<file path="src/rtl/qdiv_seq.sv">
// Restoring sign-magnitude (N,Q) divider, one quotient bit per clock; QDIV_ROUND_EN adds a guard bit and rounds half-up.
// Latency: o_done K+1 edges after accept (K+2 rounded, 1 on divide-by-zero); i_start is ignored while busy.
module qdiv_seq #(
  parameter int Q = 15,
  parameter int N = 32
) (
  input  logic         clk,
  input  logic         rst,
  input  logic         i_start,
  input  logic [N-1:0] i_dividend,
  input  logic [N-1:0] i_divisor,
  output logic [N-1:0] o_quotient,
  output logic         o_busy,
  output logic         o_done,
  output logic         o_ovr,
  output logic         o_div0
);

  localparam int K = N - 1 + Q;
`ifdef QDIV_ROUND_EN
  localparam int ITER = K + 1;
`else
  localparam int ITER = K;
`endif
  localparam int CW = $clog2(ITER + 1);

  typedef enum logic [1:0] {IDLE, RUN, FIN, DONE} state_t;

  state_t          state, state_nxt;
  logic [N-1:0]    rem_q;
  logic [ITER-1:0] num_q;
  logic [ITER-1:0] quo_q;
  logic [N-2:0]    bmag_q;
  logic            sign_q;
  logic [CW-1:0]   cnt_q;

  logic            accept;
  logic            last_it;
  logic            b_zero;
  logic [N-1:0]    rem_sh;
  logic [N-1:0]    rem_nxt;
  logic            q_bit;
  logic [ITER-1:0] mag_full;
  logic            sat;
  logic [N-2:0]    mag;
  logic            res_sign;

  assign b_zero  = (bmag_q == '0);
  assign last_it = (cnt_q == CW'(ITER - 1));

  always_ff @(posedge clk) begin
    if (rst) state <= IDLE;
    else     state <= state_nxt;
  end

  always_comb begin
    state_nxt = state;
    accept    = 1'b0;
    o_busy    = 1'b0;
    o_done    = 1'b0;
    case (state)
      IDLE: begin
        if (i_start) begin
          accept    = 1'b1;
          state_nxt = RUN;
        end
      end
      RUN: begin
        o_busy = 1'b1;
        if (b_zero)       state_nxt = DONE;
        else if (last_it) state_nxt = FIN;
      end
      FIN: state_nxt = DONE;
      DONE: begin
        o_done = 1'b1;
        if (i_start) begin
          accept    = 1'b1;
          state_nxt = RUN;
        end else begin
          state_nxt = IDLE;
        end
      end
      default: state_nxt = IDLE;
    endcase
  end

  // The remainder stays below |b| < 2^(N-1), so the bit shifted out is always zero.
  always_comb begin
    rem_sh  = (rem_q << 1) | N'(num_q[ITER-1]);
    q_bit   = (rem_sh >= {1'b0, bmag_q});
    rem_nxt = q_bit ? (rem_sh - {1'b0, bmag_q}) : rem_sh;
  end

`ifdef QDIV_ROUND_EN
  assign mag_full = {1'b0, quo_q[ITER-1:1]} + ITER'(quo_q[0]);
`else
  assign mag_full = quo_q;
`endif

  assign sat      = |mag_full[ITER-1:N-1];
  assign mag      = sat ? {(N-1){1'b1}} : mag_full[N-2:0];
  assign res_sign = sign_q & (mag != '0);

  always_ff @(posedge clk) begin
    if (rst) begin
      o_quotient <= '0;
      o_ovr      <= 1'b0;
      o_div0     <= 1'b0;
      rem_q      <= '0;
      num_q      <= '0;
      quo_q      <= '0;
      bmag_q     <= '0;
      sign_q     <= 1'b0;
      cnt_q      <= '0;
    end else if (accept) begin
      sign_q <= i_dividend[N-1] ^ i_divisor[N-1];
      bmag_q <= i_divisor[N-2:0];
      num_q  <= {i_dividend[N-2:0], {(ITER-N+1){1'b0}}};
      rem_q  <= '0;
      quo_q  <= '0;
      cnt_q  <= '0;
      o_ovr  <= 1'b0;
      o_div0 <= 1'b0;
    end else if (state == RUN) begin
      if (b_zero) begin
        o_div0     <= 1'b1;
        o_quotient <= {sign_q, {(N-1){1'b1}}};
      end else begin
        rem_q <= rem_nxt;
        num_q <= num_q << 1;
        quo_q <= {quo_q[ITER-2:0], q_bit};
        cnt_q <= cnt_q + CW'(1);
      end
    end else if (state == FIN) begin
      o_quotient <= {res_sign, mag};
      o_ovr      <= sat;
    end
  end

endmodule

</file>
<file path="config.mk">
export PLATFORM = sky130hd
export DESIGN_NAME = qdiv_seq
export DESIGN_NICKNAME = d
export VERILOG_FILES = /design/src/rtl/qdiv_seq.sv
export SDC_FILE = /design/constraint.sdc
export NUM_CORES = 1
export LEC_CHECK = 0
export ABC_AREA = 1
export BUFFER_PORTS_ARGS = -buffer_cell sky130_fd_sc_hd__buf_4
export CAP_MARGIN = 20
export CORE_ASPECT_RATIO = 0.8
export CORE_MARGIN = 4
export CORE_UTILIZATION = 45
export DETAILED_ROUTE_END_ITERATION = 16
export REMOVE_ABC_BUFFERS = 1
export SYNTH_ARGS = -nofsm -noshare
export SYNTH_HDL_FRONTEND = slang
export SYNTH_SLANG_ARGS = --single-unit
</file>
<file path="constraint.sdc">
create_clock -name clk -period 2.3 [get_ports clk]
set_input_delay 0.345 -clock clk [delete_from_list [all_inputs] [get_ports clk]]
set_output_delay 0.345 -clock clk [all_outputs]
set_load 0.01 [all_outputs]
</file>
==> results of run 1 <==
-- logic make-up after synthesis --
family | synth area share [%]
buffers and inverters | 11.6
xor gates and xnor gates | 0.790
DFF | 36.5
and+or+nand+nor | 32.2
adders and majority gates | 4.97
AOI/OAI and AO/OA | 13.9
-- worst max-delay path: stages, from the launching register on --
cell and delay [ps]:
dfxtp_1 390, ha_2 350, nand2_2 140, inv_1 50, nand2_1 70, nand2_2 90, a21oi_4 190, nand3_4 140
nand2_8 140, nand2_8 100, buf_12 170, a21oi_1 110, o21ai_1 80, nand2_1 70, inv_1 30
-- layer usage --
layer	up-vias	part of all wire (%)	GRT usage, %
li1	5073	-	-
met1	4371	51	35.8
met2	294	41	32.2
met3	22	6.5	4.18
met4	0	1.0	4.37
met5	-	0	0
-- state kept, by name (all words and copies together) (netlist names) --
register / count
bmag_q: 31
cnt_q: 6
mag_full: 46
num_q: 31
o_div0: 1
o_ovr: 1
o_quotient: 32
rem_q: 31
sign_q: 1
state: 2
-- layout make-up --
type	instances	area, um^2
Fill cell	2089	9340
Sequential cell	182	3650
Tap cell	300	375
Inverter	222	833
Clock inverter	14	184
Clock buffer	18	429
Timing Repair Buffer	155	1350
Multi-Input combinational cell	1044	5510
-- timing repair --
item,CTS,global route
setup endpoints to repair,0,32
resized for setup,0,75
hold buffers,0,0
endpoints found under the hold margin,0,0
buffers inserted,0,3
-- through the flow --
stage	setup TNS (ps)	cells	power (W)	utilization [%]	worst slack [ps]
6_report	0	1935	0.0157	56.9	68.6
4_1_cts	0	1928	0.0152	54.9	28.4
3_3_place_gp	0	1896	0.0122	52.0	83.2
2_1_floorplan	-272040	1447	0.00933	-	-2650
5_1_grt	-212	1935	0.0169	56.9	-26.9
3_5_place_dp	0	1896	0.0122	52.0	33.8
-- worst max-delay path by stage --
stage	slack (ps)	end	cells after the start
detailed placement	30	rem_q[28]	17
global route	-30	rem_q[0]	17
floorplan	-2650	mag_full[11]	8
finish	70	rem_q[0]	14
global placement	80	rem_q[28]	17
CTS	30	rem_q[23]	17
-- layout by cell type, fill, tap and decap left out, types with 20 or more instances in the layout --
| cell type | instances |
|---|---|
| nand3_1 | 91 |
| nand2_2 | 24 |
| dfxtp_1 | 177 |
| a21oi_1 | 96 |
| buf_4 | 140 |
| inv_1 | 210 |
| nand2_1 | 376 |
| nor2_1 | 169 |
| clkbuf_16 | 20 |
| a211oi_1 | 37 |
| a31oi_1 | 30 |
| o21ai_0 | 74 |
-- power breakdown --
group	switching [W]	internal, W	total [W]	leakage (nW)
logic	0.00529	0.00292	0.00820	3.91
clock network	0.00144	0.00157	0.00301	0.298
registers	0.000462	0.00399	0.00445	1.49
total	0.00718	0.00848	0.0157	5.70
==> results by group, run 1 <==
GRT
  • Grt ovf: 0
  • Antenna violations before repair: 0
  • First-pass GRT wire length: 45.8 mm
  • Vias in the first global route: 8632
  • All-Layer GR Usage: 22.8%
  • Pin count of the biggest net entering global routing: 92

Final layout
  • Diodes inserted: 0
  • Fin nets: 1728
  • Area Growth Syn to Fin: 23.7%
  • Post-route design area: 12300 um^2
  • Share of cells above drive strength 1: 17.2%

Clock tree
  • H-tree depth: 4
  • CTS tree: done
  • CTS sink cnt: 182
  • Number of buffers created by CTS: 17
  • Worst-Skew Late Latency: 430 ps
  • CTS clock-pin slew for the worst setup and hold paths: 80 ps
  • Root Driver: clkbuf_16
  • Max Root-Sink Buffers: 2

Floorplanning
  • IO Pins: 103
  • Initial core utilization: 46.0%
  • Die width: 174 um
  • Die ar.: 24600 um^2
  • Chip height: 141 um
  • Core ar.: 21700 um^2
  • FP Rows: 48

Setup path
  • CP endpoint kind: flop
  • RR Endpoint: rem_q[0]
  • Critical path launch point: rem_q[10]
  • R2R Setup Slk: 70 ps
  • Worst R2R Path Depth: 14
  • Startpoint types: flop
  • RR Startpoint: rem_q[10]
  • Critical Path AT: 2560 ps
  • CP Class: reg2reg
  • CP required: 2630 ps
  • Worst-path fanout max: 8

Worst hold path
  • Hold/Removal Path Class: in2reg
  • Hold depth: 3
  • Worst Hold Launch: i_dividend[0]
  • Hold Path Sink: num_q[15]

Pwr
  • Leak: 5.70 nW
  • PD cells: 1270 nW/um^2
  • Peak VDD IR: 0.000655 V

Timing
  • Final min period: 2230 ps
  • Worst-Margin Slew: 406 ps
  • Clk_skew: 11.5 ps
  • Final Setup Violations: 0
  • FMAX: 448 MHz
  • Post-route clock period utilization: 97.0%
  • Final Max Slew Viols: 0
  • Worst hold slack: 182 ps
  • Slew headroom: 72.9%
  • Final Hold Fails: 0

Place
  • Placed instance area: 11300 um^2
  • GPL Wtd Cong: 0.946
  • Dpl hpwl: 20.5 mm
  • IO Port Bufs: 102

Status
  • Status: finished clean

Synth
  • Post-synth cell types: 38
  • Dominant cell type by area after synthesis: dfxtp_1
  • Main synth FF type: dfxtp_1
  • Mapped cell area: 9970 um^2
  • Post-synth EDFFs: 0
  • #FFs+latches synth: 182
  • Top post-synthesis cells by count: nand2_1 (395), inv_1 (215), dfxtp_1 (182)
  • Sequential share of the synthesized area: 36.5%
  • Ys Warns: 0
  • Fraction of registers with async set/reset: 0%
  • Top post-synthesis cells by area: dfxtp_1 (37%), nand2_1 (15%), inv_1 (8.1%), nor2_1 (6.5%), a21oi_1 (4.9%)
  • Most common cell in the netlist: nand2_1
  • Post-synth top area share: 36.5%
  • Gate Count Post-Synth: 1514
  • Syn Area/Cell: 6.59 um^2

Detailed routing
  • Post-route ant nets: 0
  • Final wirelength: 28.9 mm
  • Drt wl/cell: 14.9 um
  • DR iter-0 viols: 943
  • Vias: 9760
  • Drt first pass iters: 5
  • Remaining DRCs: 0
  • Vias/cell: 5.04

Flow run
  • Max Cap Viol: 0
Note: power is estimated with default switching activity, not from simulation.
==> inputs of run 2 (changes only) <==
--- a/config.mk
+++ b/config.mk
@@ -9,9 +9,10 @@
 export BUFFER_PORTS_ARGS = -buffer_cell sky130_fd_sc_hd__buf_4
 export CAP_MARGIN = 20
 export CORE_ASPECT_RATIO = 0.8
-export CORE_MARGIN = 4
+export CORE_MARGIN = 10
 export CORE_UTILIZATION = 45
 export DETAILED_ROUTE_END_ITERATION = 16
+export MAX_ROUTING_LAYER = met4
 export REMOVE_ABC_BUFFERS = 1
 export SYNTH_ARGS = -nofsm -noshare
 export SYNTH_HDL_FRONTEND = slang
==> run 2 against run 1 <==
  * Worst setup slack gained 38 ps
  * Non-clock buffer count decreased by 9
  * Sequential share of layout area about the same
  * Wire length up 4.7%
  * Power increased by 2.0%
  * Register-to-register slack improved by 40 ps
  * Core utilization fell by 0.075 points
  * Final area down 0.13%
  * Final cell count fell by 0.52%
  * Hold slack lost 9.7 ps
  * Critical path depth shrank 4
  * Critical endpoint is now num_q[19]
  * Highest routed layer unchanged
==> results by group, run 2 (same netlist as run 1, synthesis figures left out) <==
Status
  • Status: finished clean

GRT
  • First-pass GRT wire length: 47.6 mm (+4.1%)
  • Pin count of the biggest net entering global routing: 92 (unchanged)
  • Grt ovf: 0 (unchanged)
  • Antenna violations before repair: 0 (unchanged)
  • All-Layer GR Usage: 20.8% (-1.9 points)
  • Vias in the first global route: 8908 (+3.2%)

Worst hold path
  • Hold depth: 3 (unchanged)
  • Hold Path Sink: num_q[15]
  • Worst Hold Launch: i_dividend[0]
  • Hold/Removal Path Class: in2reg

Detailed routing
  • Drt wl/cell: 15.7 um (+5.3%)
  • Final wirelength: 30.3 mm (+4.7%)
  • DR iter-0 viols: 719 (-24%)
  • Drt first pass iters: 5 (unchanged)
  • Vias: 9770 (+0.10%)
  • Remaining DRCs: 0 (unchanged)
  • Vias/cell: 5.08 (+0.62%)
  • Post-route ant nets: 0 (unchanged)

Final layout
  • Share of cells above drive strength 1: 17.0% (-0.26 points)
  • Fin nets: 1719 (-0.52%)
  • Fill cell total of the finished layout: 2166 (+3.7%)
  • Diodes inserted: 0 (unchanged)
  • Commonest cells after routing, fill and taps aside: nand2_1 (382), inv_1 (208), dfxtp_1 (178), nor2_1 (166), buf_4 (132)
  • Most common cell after layout, fill and taps aside: nand2_1
  • Largest register FFs: 46 (unchanged)
  • Area Growth Syn to Fin: 23.5%

Pwr
  • Leak: 5.67 nW (-0.52%)
  • Peak VDD IR: 0.000863 V (+32%)
  • PD cells: 1300 nW/um^2 (+2.1%)
  • Final total power: 0.0160 W (+2.0%)
  • Sw frac: 45.2% (-0.67 points)
  • Combinational share of power: 52.1% (-0.3 points)
  • P_int: 0.00875 W (+3.2%)
  • Register share of total power: 27.9% (-0.5 points)
  • Sw Pwr: 0.00722 W (+0.48%)
  • Clock power share: 19.9% (+0.7 points)

Clock tree
  • H-tree depth: 4 (unchanged)
  • CTS tree: done
  • Max Root-Sink Buffers: 2 (unchanged)
  • Root Driver: clkbuf_16
  • CTS clock-pin slew for the worst setup and hold paths: 80 ps (about the same)
  • Hold-fix buffers, CTS: 0 (unchanged)
  • Worst-Skew Late Latency: 440 ps (about the same)
  • CTS sink cnt: 182 (unchanged)
  • Number of buffers created by CTS: 17 (unchanged)

Place
  • IO Port Bufs: 102 (unchanged)
  • Setup WS pre-CTS: -55.9 ps (-89.7 ps)
  • GPL Wtd Cong: 0.959 (+1.3%)
  • Dpl hpwl: 21.6 mm (+5.3%)

Setup path
  • RR Startpoint: bmag_q[29]
  • R2R Setup Slk: 110 ps (+40 ps)
  • Worst R2R Path Depth: 10 (-4)
  • Critical Path AT: 2540 ps (-20 ps)
  • Worst path slowest cell: nor2_2
  • Worst-path fanout max: 30 (+22)
  • Startpoint types: flop
  • CP endpoint kind: flop
  • RR Endpoint: num_q[19]
  • Top delay family on crit path: simple AND/OR/NAND/NOR gates
  • Crit-path cells: inv_1 > nand4_1 > nor2_1 > nand2_1 > nor2_2 > nor2_4 > nor2_2 > buf_12 > nand2_1 > a31oi_1
  • WP buf/inv: 2 (-1)
  • CP required: 2650 ps (+20 ps)
  • Slowest stage delay, CP: 310 ps (-80 ps)
  • CP Class: reg2reg

Floorplanning
  • Die ar.: 28600 um^2 (+16%)
  • FP Rows: 48 (unchanged)
  • Chip height: 153 um (+8.5%)
  • Die width: 186 um (+6.9%)
  • Core ar.: 21700 um^2 (unchanged)
  • IO Pins: 103 (unchanged)
  • Initial core utilization: 46.0% (unchanged)

Timing
  • Slew headroom: 66.5% (-6.5 points)
  • Final worst setup slack: 106 ps (+37.8 ps)
  • Worst-Margin Slew: 503 ps (+96.2 ps)
  • Final Max Slew Viols: 0 (unchanged)
  • FMAX: 456 MHz (+1.7%)
  • Final Setup Violations: 0 (unchanged)
  • Final min period: 2190 ps (-37.8 ps)
  • Final Hold Fails: 0 (unchanged)
  • Post-route clock period utilization: 95.4% (-1.6 points)
  • Clk_skew: 12.3 ps (+0.835 ps)

Flow run
  • Max Cap Viol: 0 (unchanged)
[run 2: changes by cell type in the layout (fill, tap and decap cells not counted), sizes merged, moves of 2 or more]
cell and delta:
bufinv +3, buf -8, clkinv -7, clkinvlp +2
[run 2: worst max-delay path by stage]
stage,from,to,cells after the start
2_1_floorplan,state[0],mag_full[11],8
3_3_place_gp,num_q[45],rem_q[23],16
3_5_place_dp,num_q[45],rem_q[23],16
4_1_cts,num_q[45],rem_q[22],16
5_1_grt,rem_q[16],rem_q[4],16
6_report,bmag_q[29],num_q[19],10
[run 2: layer usage]
metal	track usage, %	vias to the layer above	part of all wire [%]
met2	28.5	275	41
met4	4.56	0	0.98
met3	3.43	21	5.3
met5	-	-	0
met1	30.9	4430	53
li1	-	5044	-
[run 2: power groups by stage]
stage          Clock [W]  Sequential [W]  Combinational [W]
6_report         0.00318         0.00446            0.00833
5_1_grt          0.00336         0.00456            0.00931
4_1_cts          0.00323         0.00445            0.00775
3_5_place_dp           0         0.00451            0.00770
3_3_place_gp           0         0.00450            0.00769
2_1_floorplan          0         0.00449            0.00484
[run 2: through the flow]
stage	setup TNS, ps	instance area, um^2	utilization (%)	std cells	hold WS [ps]
after floorplan	-272040	9650	-	1447	414
after global routing	-24.0	12300	56.8	1925	153
after CTS	0	11900	54.7	1919	155
after global placement	-35.6	11200	51.8	1888	450
final	0	12300	56.8	1925	173
after detailed placement	-55.9	11200	51.8	1888	451
[run 2: cell type report]
type / instances / area (um^2) / area share (%)
Timing Repair Buffer: 146 / 1260 / 10.2
Tap cell: 300 / 375 / 3.05
Multi-Input combinational cell: 1044 / 5580 / 45.3
Sequential cell: 182 / 3650 / 29.6
Inverter: 222 / 833 / 6.76
Clock buffer: 18 / 429 / 3.48
Clock inverter: 13 / 195 / 1.58
[run 2: repair_timing]
item                                    CTS  global route
pin swaps                                 0             8
buffers inserted                          0             3
cloned                                    0             3
endpoints found under the setup margin    4            43
resized for setup                         3            83
[run 2: worst reg2reg max path: cells and delay by family (launching register included)]
family                 cells  cell delay [ps]
AOI/OAI and AO/OA          1              160
and+or+nand+nor            7             1350
buffers and inverters      2              310
DFF                        1              300
==> inputs of run 3 (changes only) <==
==> constraint.sdc (replaced) <==
create_clock -name clk -period 2.02 [get_ports clk]
set_input_delay 0.303 -clock clk [delete_from_list [all_inputs] [get_ports clk]]
set_output_delay 0.303 -clock clk [all_outputs]
set_load 0.01 [all_outputs]
==> run 3 against run 2 <==
  * The flow now finishes with violations (negative setup slack)
  * Final cell count is 7.7% higher
  * Global-route usage is 1.2 points higher
  * Flip-flop and latch count stayed put
  * Critical path type unchanged
  * Largest cell class unchanged
  * Highest routed layer unchanged
==> results by group, run 3 (same netlist as run 1, synthesis figures left out) <==
Status
  • Status: finished with violations
  • Failing checks: negative setup slack

Detailed routing
  • Drt wl/cell: 15.8 um (+0.62%)
  • Vias/cell: 5.06 (-0.34%)
  • Drt first pass iters: 6 (+1)
  • Post-route ant nets: 0 (unchanged)
  • Vias: 10500 (+7.3%)
  • DR iter-0 viols: 898 (+25%)
  • Final wirelength: 32.8 mm (+8.4%)
  • Remaining DRCs: 0 (unchanged)

Timing
  • FMAX: 473 MHz (+3.8%)
  • Unrepaired setup endpoints after global routing: yes
  • Final Setup Violations: 30 (+30)
  • Post-route clock period utilization: 105% (+9.2 points)
  • Final Max Slew Viols: 0 (unchanged)
  • Clk_skew: 12.0 ps (-0.342 ps)
  • Slew headroom: 53.3% (-13 points)
  • Final min period: 2110 ps (-81.1 ps)
  • Final worst setup slack: -92.4 ps (-199 ps)
  • Worst hold slack: 128 ps (-44.8 ps)
  • Worst-Margin Slew: 701 ps (+198 ps)
  • Final Hold Fails: 0 (unchanged)

Final layout
  • Share of cells above drive strength 1: 29.3% (+12 points)
  • Commonest cells after routing, fill and taps aside: nand2_1 (352), buf_4 (262), inv_1 (199), dfxtp_1 (171), nor2_1 (166)
  • Diodes inserted: 0 (unchanged)
  • Most common cell after layout, fill and taps aside: nand2_1
  • Fin nets: 1866 (+8.6%)
  • Largest register FFs: 46 (unchanged)
  • Area Growth Syn to Fin: 40.8%

Floorplanning
  • IO Pins: 103 (unchanged)
  • Die width: 186 um (unchanged)
  • Die ar.: 28600 um^2 (unchanged)
  • FP Rows: 48 (unchanged)
  • Chip height: 153 um (unchanged)
  • Initial core utilization: 46.0% (unchanged)
  • Core ar.: 21700 um^2 (unchanged)

Pwr
  • Final total power: 0.0207 W (+30%)
  • PD cells: 1470 nW/um^2 (+14%)
  • Leak: 6.62 nW (+17%)
  • Peak VDD IR: 0.000790 V (-8.5%)

Clock tree
  • Number of buffers created by CTS: 17 (unchanged)
  • H-tree depth: 4 (unchanged)
  • CTS tree: done
  • Hold-fix buffers, CTS: 0 (unchanged)
  • Root Driver: clkbuf_16
  • Worst-Skew Late Latency: 440 ps (about the same)
  • CTS clock-pin slew for the worst setup and hold paths: 70 ps (about the same)
  • CTS sink cnt: 182 (unchanged)
  • Max Root-Sink Buffers: 2 (unchanged)

Place
  • Dpl hpwl: 22.7 mm (+5.1%)
  • IO Port Bufs: 102 (unchanged)
  • GPL Wtd Cong: 0.954 (-0.46%)
  • Setup WS pre-CTS: -272 ps (-216 ps)

Flow run
  • Max Cap Viol: 0 (unchanged)

GRT
  • All-Layer GR Usage: 22.1% (+1.2 points)
  • Grt ovf: 0 (unchanged)
  • Pin count of the biggest net entering global routing: 92 (unchanged)
  • First-pass GRT wire length: 50.5 mm (+6.2%)
  • Antenna violations before repair: 0 (unchanged)
  • Vias in the first global route: 9510 (+6.8%)

Setup path
  • CP Class: reg2reg
  • Startpoint types: flop
  • RR Startpoint: rem_q[18]
  • Worst R2R Path Depth: 16 (+6)
  • Setup crit end: rem_q[4]
  • Critical path launch point: rem_q[18]
  • R2R Setup Slk: -90 ps (-200 ps)
  • Worst-path fanout max: 7 (-77%)
  • RR Endpoint: rem_q[4]
  • CP endpoint kind: flop
  • CP required: 2360 ps (-290 ps)
  • Critical Path AT: 2460 ps (-80 ps)

Worst hold path
  • Hold/Removal Path Class: in2reg
  • Hold depth: 3 (unchanged)
run 3: cell count changes in the layout (fill, tap and decap cells not counted), moves of 7 or more:
cell     previous run  this run
buf_4             132       262
nand2_1           382       352
nand2_2            15        40
nand3_1            91        69
nand3_2             7        28
a21oi_1            95        80
a21oi_2             3        18
buf_12              9        20
ha_4               17        27
inv_1             208       199
dfxtp_1           178       171
inv_2              14        21
run 3: worst max-delay path, stage by stage, from the launching register on:
cell and delay (ps):
dfxtp_1 390, ha_4 240, nand2_1 70, nand2_1 60
inv_1 70, nand2_2 60, nand2_1 70, nand2_1 70
nand2_2 70, inv_1 60, nor2_4 240, nand2_8 140
buf_8 160, a21oi_2 130, o21ai_2 70, nand2_1 70
inv_1 40
run 3: what timing repair did:
item	4_1_cts	5_1_grt
gates cloned	2	3
pin swaps	30	38
resized for setup	89	111
buffers inserted	14	11
setup endpoints to repair	69	116
run 3: worst min path at each step:
| stage | startpoint | end | slack, ps |
|---|---|---|---|
| 2_1_floorplan | rst | num_q[15] | 370 |
| 3_3_place_gp | o_div0 | o_div0 | 440 |
| 3_5_place_dp | num_q[15] | num_q[15] | 450 |
| 4_1_cts | i_dividend[0] | num_q[15] | 120 |
| 5_1_grt | i_dividend[13] | num_q[28] | 140 |
| 6_report | i_dividend[0] | num_q[15] | 130 |
run 3: cell type report:
cell class / count / area [um^2]
tap: 300 / 375
clock buffer: 20 / 457
multi-input combinational: 1043 / 6000
timing repair buffer: 294 / 2550
inverter: 222 / 836
sequential: 182 / 3660
fill: 1968 / 7630
clock inverter: 12 / 166
run 3: per-stage QoR:
stage	utilization [%]	instance area, um^2	std cells	TNS (ps)
floorplan	-	9650	1447	-323000
global placement	56.4	12200	2013	-5960
detailed placement	56.4	12200	2013	-7610
CTS	62.4	13500	2061	-2390
global route	64.8	14000	2073	-6850
finish	64.8	14000	2073	-1560
run 3: layer usage:
metal	GRT usage, %	wire (um)
met5	-	0
met4	5.06	456
met3	3.39	1680
met2	30.4	13700
met1	32.6	16900
run 3: report_power, final:
part	total [W]	internal (W)	switching (W)
registers	0.00509	0.00455	0.000546
clock network	0.00358	0.00204	0.00154
logic	0.0120	0.00515	0.00690
